==> src/rtl/range_report_pkg.sv <==
// range_report_pkg: shared state encoding and frame header constants for the range report transmitter.
package range_report_pkg;
    typedef enum logic [1:0] {IDLE, START, DATA, STOP} state_t;
    localparam logic [7:0] HDR_OK  = 8'h52;
    localparam logic [7:0] HDR_ERR = 8'h45;
    function automatic logic [7:0] header(input logic err);
        return err ? HDR_ERR : HDR_OK;
    endfunction
endpackage

==> src/rtl/uart_byte_tx.sv <==
// uart_byte_tx: 8N1 serializer; done pulses in the last stop-bit cycle so a new start continues with no gap.
module uart_byte_tx
    import range_report_pkg::*;
#(
    parameter int CLKS_PER_BIT = 16
) (
    input  logic       clk,
    input  logic       rst_n,
    input  logic       start,
    input  logic [7:0] data,
    output logic       tx,
    output logic       done
);
    localparam int CW = $clog2(CLKS_PER_BIT);
    localparam logic [CW-1:0] LAST = CW'(CLKS_PER_BIT - 1);
    state_t state_q, state_d;
    logic [CW-1:0] cnt_q, cnt_d;
    logic [2:0] bit_q, bit_d;
    logic [7:0] sh_q, sh_d;
    logic tx_q, tx_d, last, load;
    assign last = cnt_q == LAST;
    assign done = state_q == STOP && last;
    // A start is honoured while idle or exactly when the stop bit ends.
    assign load = start && (state_q == IDLE || done);
    assign tx   = tx_q;
    always_comb begin
        state_d = state_q;
        cnt_d   = (state_q == IDLE || last) ? '0 : cnt_q + 1'b1;
        bit_d   = bit_q;
        sh_d    = sh_q;
        tx_d    = tx_q;
        if (load) begin
            state_d = START;
            cnt_d   = '0;
            bit_d   = '0;
            sh_d    = data;
            tx_d    = 1'b0;
        end else if (last) begin
            case (state_q)
                START: begin
                    state_d = DATA;
                    tx_d    = sh_q[0];
                end
                DATA: begin
                    bit_d   = bit_q + 1'b1;
                    sh_d    = sh_q >> 1;
                    state_d = bit_q == 3'd7 ? STOP : DATA;
                    tx_d    = bit_q == 3'd7 ? 1'b1 : sh_q[1];
                end
                STOP: begin
                    state_d = IDLE;
                    tx_d    = 1'b1;
                end
                default: ;
            endcase
        end
    end
    always_ff @(posedge clk or negedge rst_n) begin
        if (!rst_n) begin
            state_q <= IDLE;
            cnt_q   <= '0;
            bit_q   <= '0;
            sh_q    <= '0;
            tx_q    <= 1'b1;
        end else begin
            state_q <= state_d;
            cnt_q   <= cnt_d;
            bit_q   <= bit_d;
            sh_q    <= sh_d;
            tx_q    <= tx_d;
        end
    end
endmodule

==> src/rtl/range_report_tx.sv <==
// range_report_tx: captures a range/error result and sends it as a header byte plus range byte over UART.
module range_report_tx
    import range_report_pkg::*;
#(
    parameter int WIDTH        = 8,
    parameter int CLKS_PER_BIT = 16
) (
    input  logic             clk,
    input  logic             rst_n,
    input  logic [WIDTH-1:0] range,
    input  logic             error,
    input  logic             result_valid,
    output logic             tx,
    output logic             busy,
    output logic             overrun
);
    logic [WIDTH-1:0] range_q, range_d;
    logic busy_q, busy_d, byte_q, byte_d, ovr_q, ovr_d;
    logic accept, start, done;
    logic [7:0] data;
    assign accept = result_valid && !busy_q;
    assign start  = accept || (done && !byte_q);
    // Header leaves on the accept edge itself, so it comes straight from the strobed inputs.
    assign data    = busy_q ? 8'(range_q) : header(error);
    assign busy    = busy_q;
    assign overrun = ovr_q;
    always_comb begin
        range_d = accept ? range : range_q;
        busy_d  = accept ? 1'b1 : (done && byte_q) ? 1'b0 : busy_q;
        byte_d  = done ? !byte_q : byte_q;
        ovr_d   = ovr_q || (result_valid && busy_q);
    end
    always_ff @(posedge clk or negedge rst_n) begin
        if (!rst_n) begin
            range_q <= '0;
            busy_q  <= 1'b0;
            byte_q  <= 1'b0;
            ovr_q   <= 1'b0;
        end else begin
            range_q <= range_d;
            busy_q  <= busy_d;
            byte_q  <= byte_d;
            ovr_q   <= ovr_d;
        end
    end
    uart_byte_tx #(.CLKS_PER_BIT(CLKS_PER_BIT)) u_byte (
        .clk  (clk),
        .rst_n(rst_n),
        .start(start),
        .data (data),
        .tx   (tx),
        .done (done)
    );
endmodule

==> config.mk <==
export PLATFORM = sky130hd
export DESIGN_NAME = range_report_tx
export DESIGN_NICKNAME = d
export VERILOG_FILES = /design/src/rtl/range_report_pkg.sv /design/src/rtl/uart_byte_tx.sv /design/src/rtl/range_report_tx.sv
export SDC_FILE = /design/constraint.sdc
export NUM_CORES = 1
export LEC_CHECK = 0
export CAP_MARGIN = 30
export CORE_UTILIZATION = 55
export CTS_CLUSTER_SIZE = 30
export DETAILED_ROUTE_END_ITERATION = 7
export DONT_BUFFER_PORTS = 1
export PLACE_DENSITY = 0.75
export SLEW_MARGIN = 20
export SYNTH_ARGS = -nofsm -noshare
export SYNTH_HDL_FRONTEND = slang
export SYNTH_SLANG_ARGS = --single-unit
==> constraint.sdc <==
create_clock -name clk -period 2.7 [get_ports clk]
set_clock_uncertainty 0.15 [all_clocks]
set_input_delay 0.405 -clock clk [delete_from_list [all_inputs] [get_ports clk]]
set_output_delay 0.405 -clock clk [all_outputs]
set_load 0.02 [all_outputs]
==> impl_metrics.ini <==
[timing]
report.final.hold_viol_count = 0
final.period_utilization_pct = 76.1
fmax_achieved_mhz = 487
post_layout_minimum_cycle_time_ns = 2.06
rel_slew_slack_pct = 60.3
drv_slew = 0
final.setup.tns_ns = 0
setup_viol_count_final = 0
rsz_0062_raised_after_global_routing = no
timing_worst_slew_pin_value_ns = 0.595

[clock_network]
h_tree_levels = 2
cts-root-buf = sky130_fd_sc_hd__clkbuf_4
cts_hold_buf = 2
clk_transition_reported_paths_ns = 0.10
clock_latency_ns = 0.33
cts-buffers-inserted = 5
cts_setup_buffers = 0
cts_tree = done
cts_repair_resize_count = 0
clkSinkCount = 29
cts-root-to-sink-buffers = 2

[power]
netSwitchingPower_mw = 0.314
leakage_nw = 0.729
vdd.ir_drop.worst_v = 0.000648
combinational_group_share_of_total_power_pct = 16.2
clkPwrFrac_pct = 33.1
p_seq_share_pct = 50.8
power_report.internal_total_mw = 0.805
total_power_mw = 1.12
switching_share_pct = 28.1
power_density_nw_per_um2 = 731

[critical_path]
timing.critical_path.cells = nand2b_1 -> a22o_1 -> a211oi_1 -> a31oi_1
timing.critical_path.required_ns = 2.76
arrival_ns = 2.11
crit_path_max_incr_delay_ns = 0.61
timing.setup.critical_path_class = register to register
crit_buf_inv = 0
setup.worst_path.start_class = register
family_of_cells_with_the_greatest_summed_delay_on_the_critical_path = compound AO/OA/AOI/OAI gates
timing.critical_path.fanout_max = 16
cp-end-kind = register
worst_path_max_delay_cell = sky130_fd_sc_hd__dfrtp_1

[placement]
port_buffers = 0
placer_congestion_estimate = 0.789
hpwlAfterDp_um = 1820

[final_layout]
layout-drive-gt1-share_pct = 9.40
nets = 167
syn_to_final_growth_pct = 8.53
antenna-diode-count = 0

[run]
maxcap_violations = 0

[logic_synthesis]
synth_area_per_cell_um2 = 9.78
post_synth_instance_area_um2 = 1410
synth_enable_flop_cells = 0
postSynthCellCount = 144
yosys-top-cells-count = 41 x sky130_fd_sc_hd__nand2_1, 28 x sky130_fd_sc_hd__dfrtp_1, 8 x sky130_fd_sc_hd__nor2_1, 7 x sky130_fd_sc_hd__ha_1, 6 x sky130_fd_sc_hd__a31oi_1
synth_area_leaders = sky130_fd_sc_hd__dfrtp_1 50%, sky130_fd_sc_hd__nand2_1 11%, sky130_fd_sc_hd__ha_1 6.2%
ys_ff_latch = 29
synth-async-reset-ratio_pct = 100
yosysUniqueCellTypes = 36
yosys.cell_count.top_type = sky130_fd_sc_hd__nand2_1
syn_nets = 163
ys.flop_type = sky130_fd_sc_hd__dfrtp_1
synth_top_area_share_pct = 49.7
post-synth-top-area-cell = sky130_fd_sc_hd__dfrtp_1
seq_area_frac_synth_pct = 51.6
ys.warnings.count = 0

[detailed_routing]
vias = 1012
wirelength_um = 2570
drt_first_pass_iters = 4
route.detailed.wl_per_inst_um = 14.5
detail-route-antenna-nets = 0
detailedRoute.firstIterationViolations = 32
route.detailed.drc = 0
post_drt_via_cell_ratio = 5.72

[global_route]
met3_usage_pct = 8.99
routing_layer_with_the_top_usage_in_global_route = met2
grtUsageTotal_pct = 23.7
grt_pass1_vias = 999
use_met1_pct = 30.8
grt_pass1_wl_um = 4570
grt_util_met2_pct = 36.7
grt_max_degree = 30
antenna_found_initial = 0
overflow = 0

[die]
initial_core_util_pct = 60.8
floorplan.core_area_um2 = 2320
std_cell_rows = 17
fp.dieArea_um2 = 2770
die_y_um = 52.6
floorplan.io_pins = 15
die_w_um = 52.6

[run_status]
outcome = finished, final reports clean

[hold_path]
hp-class = primary input to register
==> cell families (layout without fill, tap and decap cells) <==
logic type	after synthesis	in the layout	share of synthesized area, %
simple gates	63	63	20.1
compound gates	31	31	15.4
flops	29	29	51.6
buf+inv	9	14	3.46
fa+ha+maj	7	7	6.22
xor+xnor	3	3	1.87
mux	2	2	1.42
==> registers in the layout, summed over array words and instances, names as in the netlist, 2 cells and up <==
signal	flops
range_q	8
u_byte.bit_q	3
u_byte.cnt_q	4
u_byte.sh_q	8
u_byte.state_q	2
==> routing by layer <==
metal	routed length, µm	share of wire, %	up-vias
met3	111	4.3	4
met1	1230	48	479
met5	0	0	-
met4	34	1.3	0
met2	1200	47	24
li1	-	-	505
==> power by group through the flow <==
stage	sequential, mW	combinational, mW	clock [mW]
after floorplan	0.559	0.144	0
after global placement	0.571	0.160	0
after detailed placement	0.577	0.169	0
after CTS	0.567	0.182	0.374
after global routing	0.579	0.210	0.393
final	0.568	0.181	0.370
==> per-stage QoR <==
stage | cell area, µm² | util, % | std cells | setup slack (ns) | hold slack [ns]
final | 1530 | 65.9 | 177 | 0.645 | 0.0335
after global routing | 1530 | 65.9 | 177 | 0.506 | 0.0136
after CTS | 1530 | 65.9 | 177 | 0.655 | 0.0233
after detailed placement | 1410 | 61.0 | 167 | 0.662 | -0.0400
after global placement | 1410 | 61.0 | 167 | 0.724 | -0.0399
after floorplan | 1410 | - | 144 | 0.968 | -0.0406
==> worst paths after layout <==
kind	startpoint	end	slack [ns]	depth (start not counted)
max in group asynchronous	rst_n	u_byte.tx$_DFFE_PN1P_	1.82	2
min in group asynchronous	rst_n	u_byte.bit_q[2]$_DFFE_PN0P_	0.36	2
worst max-delay path	busy$_DFFE_PN0P_	u_byte.sh_q[1]$_DFFE_PN0P_	0.64	4
worst min register to register	range_q[1]$_DFFE_PN0P_	range_q[1]$_DFFE_PN0P_	0.34	2
worst max register to register	busy$_DFFE_PN0P_	u_byte.sh_q[1]$_DFFE_PN0P_	0.64	4
worst min-delay path	range[1]	range_q[1]$_DFFE_PN0P_	0.03	2
==> cell type report <==
class                   instances  area (µm²)
flip-flops and latches         29         727
multi-input cells             106         633
repair buffers                  3        37.5
clock inverters                 1        30.0
clock buffers                   7        55.1
well taps                      28        35.0
inverters                       3        11.3
fillers                       201         790
==> cells in the final DEF, fill, tap and decap left out, types with 2 or more instances in the layout <==
cell type	instances
sky130_fd_sc_hd__a21oi_1	4
sky130_fd_sc_hd__a22o_1	2
sky130_fd_sc_hd__clkbuf_4	5
sky130_fd_sc_hd__o21ai_0	4
sky130_fd_sc_hd__a31oi_1	6
sky130_fd_sc_hd__ha_1	7
sky130_fd_sc_hd__mux2i_1	2
sky130_fd_sc_hd__nand3_1	3
sky130_fd_sc_hd__nor2b_1	2
sky130_fd_sc_hd__nor3b_1	2
sky130_fd_sc_hd__nor2_1	8
sky130_fd_sc_hd__a21o_1	2
sky130_fd_sc_hd__nand4_2	2
sky130_fd_sc_hd__dfrtp_1	28
sky130_fd_sc_hd__a211oi_1	5
sky130_fd_sc_hd__nand2_1	41
sky130_fd_sc_hd__xnor2_1	2
sky130_fd_sc_hd__inv_1	3
(Power assumes the default switching activity.)
